`src/rtl/wb_port_arbiter.sv`:
```
// Writeback port arbiter: two requesters share one register-file write port.
// Round-robin grant, one-cycle registered write, saturating conflict counter.
module wb_port_arbiter #(
    parameter int DATA_W   = 64,
    parameter int ADDR_W   = 5,
    parameter int ZERO_REG = 31,
    parameter int CNT_W    = 8
) (
    input  logic              clk,
    input  logic              reset_n,
    input  logic              wb_stall,
    input  logic              req0_valid,
    output logic              req0_ready,
    input  logic              req0_MemtoReg,
    input  logic [DATA_W-1:0] req0_read_data,
    input  logic [DATA_W-1:0] req0_address,
    input  logic [ADDR_W-1:0] req0_rd,
    input  logic              req1_valid,
    output logic              req1_ready,
    input  logic              req1_MemtoReg,
    input  logic [DATA_W-1:0] req1_read_data,
    input  logic [DATA_W-1:0] req1_address,
    input  logic [ADDR_W-1:0] req1_rd,
    output logic              RegWrite,
    output logic [ADDR_W-1:0] WriteRegister,
    output logic [DATA_W-1:0] WriteData,
    output logic [CNT_W-1:0]  conflict_cnt
);

    logic              r_prio;
    logic              w_open;
    logic              w_both;
    logic              w_gnt0;
    logic              w_gnt1;
    logic              w_xfer;
    logic [ADDR_W-1:0] w_rd;
    logic [DATA_W-1:0] w_val0;
    logic [DATA_W-1:0] w_val1;
    logic [DATA_W-1:0] w_val;

    // Grant is suppressed while in reset so nothing is accepted and then lost.
    assign w_open = reset_n & ~wb_stall;
    assign w_both = req0_valid & req1_valid;
    assign w_gnt0 = w_open & req0_valid & (~req1_valid | ~r_prio);
    assign w_gnt1 = w_open & req1_valid & (~req0_valid | r_prio);
    assign w_xfer = w_gnt0 | w_gnt1;

    assign req0_ready = w_gnt0;
    assign req1_ready = w_gnt1;

    assign w_val0 = req0_MemtoReg ? req0_read_data : req0_address;
    assign w_val1 = req1_MemtoReg ? req1_read_data : req1_address;
    assign w_val  = w_gnt1 ? w_val1 : w_val0;
    assign w_rd   = w_gnt1 ? req1_rd : req0_rd;

    always_ff @(posedge clk or negedge reset_n) begin
        if (!reset_n) begin
            r_prio        <= 1'b0;
            RegWrite      <= 1'b0;
            WriteRegister <= '0;
            WriteData     <= '0;
            conflict_cnt  <= '0;
        end else begin
            RegWrite <= w_xfer && (w_rd != ADDR_W'(ZERO_REG));
            if (w_xfer) begin
                WriteRegister <= w_rd;
                WriteData     <= w_val;
                r_prio        <= w_gnt0;
            end
            if (w_both && !wb_stall && (conflict_cnt != {CNT_W{1'b1}}))
                conflict_cnt <= conflict_cnt + 1'b1;
        end
    end

endmodule

```
`config.mk`:
```
export PLATFORM = sky130hd
export DESIGN_NAME = wb_port_arbiter
export DESIGN_NICKNAME = d
export VERILOG_FILES = /design/src/rtl/wb_port_arbiter.sv
export SDC_FILE = /design/constraint.sdc
export NUM_CORES = 1
export LEC_CHECK = 0
export CELL_PAD_IN_SITES_DETAIL_PLACEMENT = 1
export CELL_PAD_IN_SITES_GLOBAL_PLACEMENT = 1
export CORE_UTILIZATION = 23
export DETAILED_ROUTE_END_ITERATION = 16
export HOLD_SLACK_MARGIN = 0.12
export PLACE_DENSITY = 0.86
export SETUP_SLACK_MARGIN = 0.1
export SYNTH_ARGS = -nofsm -noshare
export SYNTH_HDL_FRONTEND = slang
export SYNTH_SLANG_ARGS = --single-unit
```
`constraint.sdc`:
```
create_clock -name clk -period 1.55 [get_ports clk]
set_clock_uncertainty 0.1 [all_clocks]
set_input_delay 0.31 -clock clk [delete_from_list [all_inputs] [get_ports clk]]
set_output_delay 0.31 -clock clk [all_outputs]
set_load 0.01 [all_outputs]
```
== Word level (Yosys, flattened, before mapping) ==
Cells that the tools add are included.
Word-level totals
  output and inout port bits: 80
  register bits after elaboration: 79
  logic and storage cells: 29
Operators by class
  bitwise operators: 13
  equality and inequality tests: 2
  add/subtract/negate cells: 1
  mux-type cells: 4
  reduce and logical (&&, ||, !) cells: 4
Operators by type and width (count)
  $mux W64: 3
  $add A8 B1 Y8 const B: 1
  $ne A8 B8 Y1 const B: 1
  $and A1 B1 Y1: 6
  $mux W5: 1
  $ne A5 B5 Y1 const B: 1
  $not A1 Y1: 4
  $logic_and A1 B1 Y1: 3
  $or A1 B1 Y1: 3
  $logic_not A1 Y1: 1

== Longest topological paths before layout ==
Gate-level depths: netlist (run 1).
  depth in word-level cells: 7
  gate-level depth with buffers: 6
  depth with buffers taken out: 4

== Worst setup path before layout (run 1) ==
Ideal clock, no wire load.
  path type: register to register
  start point: register conflict_cnt[0]
  end point: register conflict_cnt[1]
  data required time: 1.325 ns
  clock period less this slack: 1.558 ns
  stages on the path, launching flop included: 5
  arrival: 1.333 ns
  buffers on the path: 0
  path slack: -0.008 ns
  path through: dfrtp_1 > ha_1 > and3_1 > a21o_1 > mux2_2
Between the ends
  cells in the longest elaborated chain, start to end: 2
Ends and longest elaborated chain
  start, declared: line 27  | output logic [CNT_W-1:0] conflict_cnt
  start signal, assigned: line 71  | conflict_cnt <= conflict_cnt + 1'b1;
  parallel branches: the longest is 2 deep, another holds $add A8 B1 Y8
Parallel ways; which one is timed is not known.
A chain may end at the register's enable or synchronous reset.

== Final worst setup path (run 1) ==
Ends and elaborated chain as after synthesis.

==> results of run 1 <==
==> cell families (layout without fill, tap and decap cells) <==
group | after synthesis | after routing
simple gates | 93 | 93
compound gates | 92 | 92
mux | 131 | 131
flops | 79 | 79
xor+xnor | 2 | 2
fa+ha+maj | 1 | 1
buf+inv | 49 | 451
==> power groups by stage <==
| stage | combinational [W] | sequential [W] | clock [W] |
|---|---|---|---|
| 2_1_floorplan | 0.00111 | 0.00304 | 0 |
| 3_3_place_gp | 0.00346 | 0.00287 | 0 |
| 3_5_place_dp | 0.00355 | 0.00289 | 0 |
| 4_1_cts | 0.00352 | 0.00284 | 0.00229 |
| 5_1_grt | 0.00397 | 0.00292 | 0.00240 |
| 6_report | 0.00372 | 0.00287 | 0.00224 |
==> critical path, delay by kind of cell, from the launching register on <==
family | cells | cell delay (ns)
flops | 1 | 0.45
compound gates | 1 | 0.20
fa+ha+maj | 1 | 0.18
simple gates | 1 | 0.21
mux | 1 | 0.30
==> final timing paths <==
path	start	endpoint	cells after the start	slack (ns)
worst max-delay path	conflict_cnt[0]	conflict_cnt[1]	4	-0.01
worst max register to register	conflict_cnt[0]	conflict_cnt[1]	4	-0.01
worst min-delay path	reset_n	WriteRegister[4]	3	0.41
max in group asynchronous	reset_n	WriteData[10]	3	0.30
worst min register to register	WriteData[40]	WriteData[40]	1	0.41
min in group clk	WriteData[40]	WriteData[40]	1	0.41
==> state kept, by name (all words and copies together), names as in the netlist <==
register       count
RegWrite           1
conflict_cnt       8
WriteData         64
r_prio             1
WriteRegister      5
==> metal layers <==
metal	GRT usage (%)	routed length [µm]	part of all wire, %
met5	0	0	0
met3	5.00	1370	5.6
met4	6.36	550	2.3
met1	23.1	9200	38
met2	38.9	13300	54
==> repair_timing <==
item                                    CTS  global route
endpoints found under the hold margin    79             0
hold buffers                              2             0
endpoints found under the setup margin  159           115
setup buffers                            10            11
resized for setup                       158            65
cloned                                    0             4
pin swaps                                 6             5
==> area by class of cell <==
cell class              count  area (µm²)
clock buffers              10         239
clock inverters             6        66.3
fillers                  2319       11300
inverters                   5        21.3
multi-input cells         319        2970
flip-flops and latches     79        1980
well taps                 275         344
repair buffers            430        4320
==> synth_stat cells <==
cell        n
and3_1      3
nor2b_1     1
xor2_1      1
a22o_1      1
nand2_4     1
a221o_1    18
a2111oi_2   1
xnor2_1     1
o21ai_0     6
nor4_1      1
nor2_1      2
a32oi_1     5
nand3_1    50
a2111oi_0   1
clkbuf_1   10
and3b_1     3
mux2_2     67
a211oi_1    1
inv_2       2
inv_1       3
and4_1      1
buf_2      32
nand2_1     5
dfrtp_1    79
nor3_1     20
and2_1      1
o221a_2    46
a21oi_1     5
ha_1        1
nand2b_1    3
buf_1       2
a2bb2oi_1   5
nand3b_1    2
mux2i_1    64
a21o_1      2
a21oi_2     1
==> placed cells by master (no fill, tap or decap), types with 12 or more instances in the layout <==
| master | n |
|---|---|
| a221o_1 | 18 |
| buf_12 | 15 |
| buf_4 | 49 |
| buf_6 | 13 |
| clkbuf_16 | 12 |
| clkdlybuf4s15_1 | 60 |
| clkdlybuf4s50_1 | 266 |
| dfrtp_1 | 75 |
| mux2_2 | 65 |
| mux2i_1 | 64 |
| nand3_1 | 48 |
| nor3_1 | 19 |
| o221a_2 | 46 |
==> metrics by stage <==
step                      instances  setup TNS (ns)  total power, W
final                          1124        -0.00987         0.00883
after global routing           1124          -0.129         0.00929
after CTS                      1109               0         0.00865
after detailed placement       1081          -37.17         0.00644
after global placement         1081          -32.20         0.00633
after floorplan                 447               0         0.00415
==> impl_metrics.tcl, run 1 <==
set metrics [dict create \
    slew-limit-headroom_pct 63.3 \
    gp_congestion 0.796 \
    cts.path.max_buffers 2 \
    via_per_inst 4.99 \
    yosys.cell_types.count 36 \
    vias 5613 \
    rsz0062_at_grt "yes" \
    finalSetupViolations 1 \
    postLayoutCoreUtil_pct 46.8 \
    crit_path_top_delay_cell "dfrtp_2" \
    syn_to_final_growth_pct 97.8 \
    seqPwrFrac_pct 32.5 \
    antenna_found_initial 0 \
    overflow 0 \
    slowest_delay_ns 0.45 \
    dieArea_um2 22400 \
    crit_type "flop to flop" \
    powerDensity_nw_per_um2 888 \
    synth_xor_area_share_pct 0.349 \
    p_sw_share_pct 31.6 \
    yosysTopAreaCellShare_pct 39.3 \
    fin_ws_ns -0.00987 \
    start_kind "flop" \
    wl_per_cell_um 21.7 \
    crit_path_end_kind "flop" \
    holdWs_ns 0.413 \
    fp-row-count 53 \
    irDropWorstVdd_mv 0.473 \
    status "finished, violations left" \
    finalCriticalPeriod_ns 1.56 \
    period_share_pct 101 \
    grt_usage_pct 20.8 \
    die_x_um 150 \
    synth_seq_cells 79 \
    grt_pass1_vias 6229 \
    dp_slack_ns -0.619 \
    clkLatencyLatePin_ns 0.34 \
    combPwrFrac_pct 42.2 \
    drt_iter0_markers 164 \
    p_leak_nw 4.08 \
    worst_slew_pin_slew_ns 0.551 \
    intPower_w 0.00604 \
    drv_slew 0 \
    syn-cell-area_um2 5020 \
    yosysSeqAreaShare_pct 39.3 \
    max_freq_ghz 0.641 \
    grt_max_degree 41 \
    worstPathRequired_ns 1.68 \
    yosys.area_share.simple_pct 9.84 \
    power.switching_w 0.00279 \
    finalWirelength_um 24400 \
    syn_nets 721 \
    fin_area_um2 9940 \
    start_util_pct 23.7 \
    hold_violations 0 \
    drive_gt1_share_pct 29.6 \
    synthAdderAreaFrac_pct 0.249 \
    root_buffer "clkbuf_16" \
    synth_compound_area_share_pct 18.0 \
    p_clk_share_pct 25.4 \
    h-tree-depth 3 \
    hold_path.class "input port to asynchronous set/reset pin" \
    die_y_um 150 \
    drc 0 \
    dr.pass1.iters 6 \
    synth_top_cell_by_area "dfrtp_1" \
    cp_cell_sequence "ha_4 -> and3_4 -> a21o_1 -> mux2_4" \
    clkTransAtPathRegs_ns 0.07 \
    clock_sinks 79 \
    synth_top_family_by_area "multiplexers" \
    hpwl_um 18500 \
    portBuffers 352 \
    diodes 0 \
    critPathArrivalTime_ns 1.69 \
    syn_area_per_cell_um2 11.2 \
    grt_pass1_wl_um 35100 \
    cts_tree "yes" \
    synth.area.top_cells "dfrtp_1 (39%), mux2_2 (15%), mux2i_1 (13%)" \
    io_pins 353 \
    ant_nets 0 \
    syn_inst 447 \
    placed_area_um2 9270 \
    layout.nets 1118 \
    critPathMaxFanout 4 \
    synth_warnings 0 \
    maxCapViolCount 0 \
    cts_buffers 9 \
    muxShareOfSynthArea_pct 27.8 \
    core-area_um2 21200 \
    violations "negative setup slack" \
]
(Power assumes the default switching activity.)
==> run 2, diff against run 1 <==
- CELL_PAD_IN_SITES_DETAIL_PLACEMENT: 1 -> 2
- CELL_PAD_IN_SITES_GLOBAL_PLACEMENT: 1 -> 2
- CORE_UTILIZATION: 23 -> 18
- CTS_BUF_LIST: default -> sky130_fd_sc_hd__clkbuf_4
==> impl_metrics.tcl, run 2 (synthesis results as in run 1) <==
set metrics [dict create \
    p_sw_share_pct 33.5 \
    wl_per_cell_um 23.9 \
    combPwrFrac_pct 53.3 \
    slowest_delay_ns 0.45 \
    multiInputGateArea_um2 3250 \
    io_pins 353 \
    critPathArrivalTime_ns 1.35 \
    via_per_inst 4.63 \
    core-area_um2 27200 \
    top_usage_layer "met2" \
    critPathMaxFanout 3 \
    period_share_pct 113 \
    max_freq_ghz 0.570 \
    dpl.cell_count 1166 \
    grt_pass1_vias 6768 \
    maxCapViolCount 0 \
    final_cell_mix "clkdlybuf4s50_1 (266), buf_4 (90), buf_6 (82)" \
    layout.nets 1178 \
    start_util_pct 18.5 \
    powerDensity_nw_per_um2 893 \
    cts_tree "yes" \
    die_y_um 169 \
    postLayoutCoreUtil_pct 40.5 \
    overflow 0 \
    dp_slack_ns -0.661 \
    slew-limit-headroom_pct 54.2 \
    layout_commonest_cell "clkdlybuf4s50_1" \
    grt_util_met1_pct 21.6 \
    reg_top3 "WriteData (64), conflict_cnt (8), WriteRegister (5)" \
    largest_register_ffs 64 \
    cp_cell_sequence "nand2b_4 -> nand2_4 -> inv_4 -> buf_6" \
    worst_slew_pin_slew_ns 0.686 \
    drive_gt1_share_pct 44.1 \
    cts_buffers 9 \
    irDropWorstVdd_mv 0.361 \
    placed_area_um2 9290 \
    ant_nets 0 \
    status "finished, violations left" \
    p_leak_nw 4.56 \
    syn_to_final_growth_pct 119 \
    total_power_w 0.00982 \
    crit_type "flop to output pin" \
    r2r-start "conflict_cnt[0]" \
    dieArea_um2 28600 \
    fp-row-count 60 \
    crit_path_top_delay_cell "dfrtp_1" \
    clock_sinks 79 \
    ff_latch_area_um2 1980 \
    drt_iter0_markers 222 \
    met3_usage_pct 3.81 \
    die_x_um 169 \
    root_buffer "clkbuf_4" \
    seqPwrFrac_pct 29.4 \
    grt_pass1_wl_um 41200 \
    clkLatencyLatePin_ns 0.48 \
    h-tree-depth 3 \
    hpwl_um 19700 \
    grt_usage_pct 19.3 \
    cp.buffers_inverters 2 \
    fin_area_um2 11000 \
    antenna_found_initial 2 \
    start_kind "flop" \
    met2_usage_pct 37.0 \
    finalWirelength_um 30600 \
    nFillCells 2849 \
    hold_violations 0 \
    vias 5936 \
    dr.pass1.iters 4 \
    drc 0 \
    crit_family "flip-flops" \
    finalSetupViolations 43 \
    rsz0062_at_grt "yes" \
    portBuffers 352 \
    power.switching_w 0.00329 \
    finalCriticalPeriod_ns 1.76 \
    intPower_w 0.00653 \
    violations "negative setup slack" \
    fin_ws_ns -0.206 \
    grt_max_degree 49 \
    clkTransAtPathRegs_ns 0.17 \
    hold_path.class "input port to asynchronous set/reset pin" \
    gp_congestion 0.742 \
    cts.path.max_buffers 2 \
    top_register "WriteData" \
    instances_no_fill 1283 \
    setup.worst_path.start "r_prio" \
    drv_slew 0 \
    p_clk_share_pct 17.3 \
    crit_path_end_kind "output pin" \
    worstPathRequired_ns 1.14 \
]
[run 2: changes by cell type in the layout (fill, tap and decap cells not counted), sizes merged, moves of 2 or more]
cell,before,now
clkbuf,21,15
buf,83,213
diode,0,2
dlygate4sd2,6,3
clkdlybuf4s15,62,0
bufinv,1,3
[run 2: power groups by stage]
stage / combinational (W) / clock [W] / sequential, W
4_1_cts: 0.00450 / 0.00175 / 0.00283
2_1_floorplan: 0.00111 / 0 / 0.00304
6_report: 0.00523 / 0.00170 / 0.00289
3_3_place_gp: 0.00345 / 0 / 0.00286
3_5_place_dp: 0.00355 / 0 / 0.00289
5_1_grt: 0.00552 / 0.00188 / 0.00293
[run 2: worst reg2reg max path, stage by stage, from the launching register on]
cell and delay [ns]:
dfrtp_1 0.44, buf_6 0.13, ha_4 0.15, and3_4 0.25, a21o_1 0.20, mux2_4 0.31
[run 2: cell type report]
cell class | count | area share (%)
antenna | 2 | 0.0455
clock buffer | 9 | 0.614
clock inverter | 7 | 1.09
inverter | 5 | 0.193
multi-input combinational | 319 | 29.5
sequential | 79 | 18.0
tap | 372 | 4.23
timing repair buffer | 490 | 46.3
[run 2: stage by stage]
step / setup TNS (ns) / hold WS, ns
floorplan: 0 / -0.0856
global placement: -31.74 / 0.130
detailed placement: -39.13 / 0.146
CTS: -10.71 / 0.247
global route: -4.99 / 0.155
finish: -1.49 / 0.155
[run 2: final timing paths]
kind	endpoint	slack [ns]	cells after the start
setup / recovery	req1_ready	-0.21	4
hold / removal	conflict_cnt[0]	0.15	3
setup reg to reg	conflict_cnt[1]	-0.12	5
hold reg to reg	WriteData[37]	0.44	1
max in group asynchronous	WriteData[17]	0.68	3
min in group clk	r_prio	0.36	4
[run 2: what timing repair did]
action,4_1_cts,5_1_grt
gates resized for setup,433,71
setup endpoints to repair,153,158
gates cloned,4,7
pin swaps,9,24
buffers inserted,56,33
hold buffers,1,1
hold endpoints to repair,79,1
[run 2: per-layer routing]
| layer | share of wire (%) | wire, µm | vias up |
|---|---|---|---|
| li1 | - | - | 2689 |
| met1 | 38 | 11700 | 2991 |
| met2 | 54 | 16700 | 217 |
| met3 | 5.0 | 1530 | 39 |
| met4 | 2.4 | 727 | 0 |
| met5 | 0 | 0 | - |
==> run 3, diff against run 2 <==
- PLACE_DENSITY: 0.86 -> 0.8
==> impl_metrics.tcl, run 3 (synthesis results as in run 1) <==
set metrics [dict create \
    status "finished, violations left" \
    layout_commonest_cell "clkdlybuf4s50_1" \
    period_share_pct 117 \
    met2_length_um 14300 \
    finalCriticalPeriod_ns 1.81 \
    clock_sinks 79 \
    fin_ws_ns -0.257 \
    slew-limit-headroom_pct 61.3 \
    nFillCells 2929 \
    rr_worst_depth 6 \
    reg_top3 "WriteData (64), conflict_cnt (8), WriteRegister (5)" \
    layout.nets 1155 \
    root_buffer "clkbuf_4" \
    drv_slew 0 \
    ant_nets 0 \
    via_per_inst 4.61 \
    cts.path.max_buffers 2 \
    grt_usage_pct 18.3 \
    fp-row-count 60 \
    violations "negative setup slack" \
    clkLatencyLatePin_ns 0.45 \
    fin_tns_setup_ns -1.21 \
    critPathMaxFanout 2 \
    vias 5807 \
    syn_to_final_growth_pct 102 \
    finalWirelength_um 26900 \
    antenna_found_initial 1 \
    crit_path_end_kind "output pin" \
    start_kind "flop" \
    holdWs_ns 0.112 \
    hpwl_um 19600 \
    wl_per_cell_um 21.3 \
    grt_pass1_vias 6828 \
    gp_congestion 0.756 \
    setup.worst_path.start "r_prio" \
    hold_path.class "input port to asynchronous set/reset pin" \
    die_y_um 169 \
    finalSetupViolations 29 \
    p_leak_nw 4.21 \
    io_pins 353 \
    wl_met3_um 1530 \
    overflow 0 \
    max_freq_ghz 0.553 \
    dr.pass1.iters 4 \
    h-tree-depth 3 \
    r2r-start "r_prio" \
    irDropWorstVdd_mv 0.387 \
    maxCapViolCount 0 \
    core-area_um2 27200 \
    worstPathRequired_ns 1.14 \
    hold_violations 0 \
    portBuffers 352 \
    start_util_pct 18.5 \
    multiInputGateArea_um2 3040 \
    m1WireLength_um 10400 \
    cts_tree "yes" \
    drc 0 \
    powerDensity_nw_per_um2 866 \
    final_cell_mix "clkdlybuf4s50_1 (267), buf_4 (93), dfrtp_1 (76)" \
    grt_max_degree 45 \
    cts_buffers 9 \
    die_x_um 169 \
    drive_gt1_share_pct 40.3 \
    rsz0062_at_grt "yes" \
    crit_type "flop to output pin" \
    top_register "WriteData" \
    clkTransAtPathRegs_ns 0.15 \
    ff_latch_area_um2 1980 \
    drt_iter0_markers 159 \
    critPathArrivalTime_ns 1.40 \
    highest_layer "met4" \
    grt_pass1_wl_um 39700 \
    worst_slew_pin_slew_ns 0.580 \
    largest_register_ffs 64 \
    dieArea_um2 28600 \
]
run 3: cell count changes in the layout (fill, tap and decap cells not counted), moves of 6 or more:
| cell | previous run | this run |
|---|---|---|
| nand3_2 | 14 | 0 |
| buf_12 | 21 | 11 |
| buf_6 | 82 | 67 |
| nand3_1 | 30 | 48 |
| clkbuf_16 | 6 | 0 |
| buf_2 | 15 | 26 |
run 3: worst max-delay path, stage by stage, from the launching register on:
cell,delay [ns]
dfrtp_1,0.43
buf_6,0.13
and2_4,0.16
nor2_4,0.12
buf_6,0.12
run 3: what timing repair did:
item / 4_1_cts / 5_1_grt
buffers inserted: 50 / 24
endpoints found under the hold margin: 79 / 0
hold buffers: 1 / 0
endpoints found under the setup margin: 156 / 157
gates resized for setup: 402 / 39
pin swaps: 5 / 8
run 3: final timing paths:
kind                                   end  slack, ns
setup / recovery                req0_ready      -0.26
hold / removal             conflict_cnt[0]       0.11
setup reg to reg             WriteData[58]      -0.09
hold reg to reg              WriteData[11]       0.47
max in group asynchronous    WriteData[19]       0.72
min in group clk             WriteData[51]       0.34
run 3: per-layer routing:
layer	GRT usage, %	vias up
met3	4.02	32
met2	34.3	220
met5	0	-
met4	6.62	0
li1	-	2628
met1	20.2	2927
run 3: final cells by class:
| class | count | area share [%] |
|---|---|---|
| repair buffers | 467 | 44.4 |
| well taps | 372 | 4.59 |
| inverters | 5 | 0.185 |
| clock inverters | 6 | 0.604 |
| diodes | 1 | 0.0247 |
| multi-input cells | 319 | 30.0 |
| clock buffers | 10 | 0.740 |
| flip-flops and latches | 79 | 19.5 |
run 3: per-stage QoR:
stage,area (µm²),setup WS [ns],instances,utilization [%],power (W)
after CTS,9780,-0.322,1235,36.0,0.00843
after global routing,10100,-0.355,1259,37.3,0.00926
after floorplan,5070,0.0241,447,-,0.00415
after detailed placement,9270,-0.678,1168,34.1,0.00644
after global placement,9270,-0.659,1168,34.1,0.00632
final,10100,-0.257,1259,37.3,0.00879
run 3: report_power, final:
part / total (W) / switching (W) / internal, W
logic: 0.00457 / 0.00178 / 0.00280
registers: 0.00288 / 0.000370 / 0.00251
clock network: 0.00133 / 0.000827 / 0.000502
total: 0.00879 / 0.00297 / 0.00581
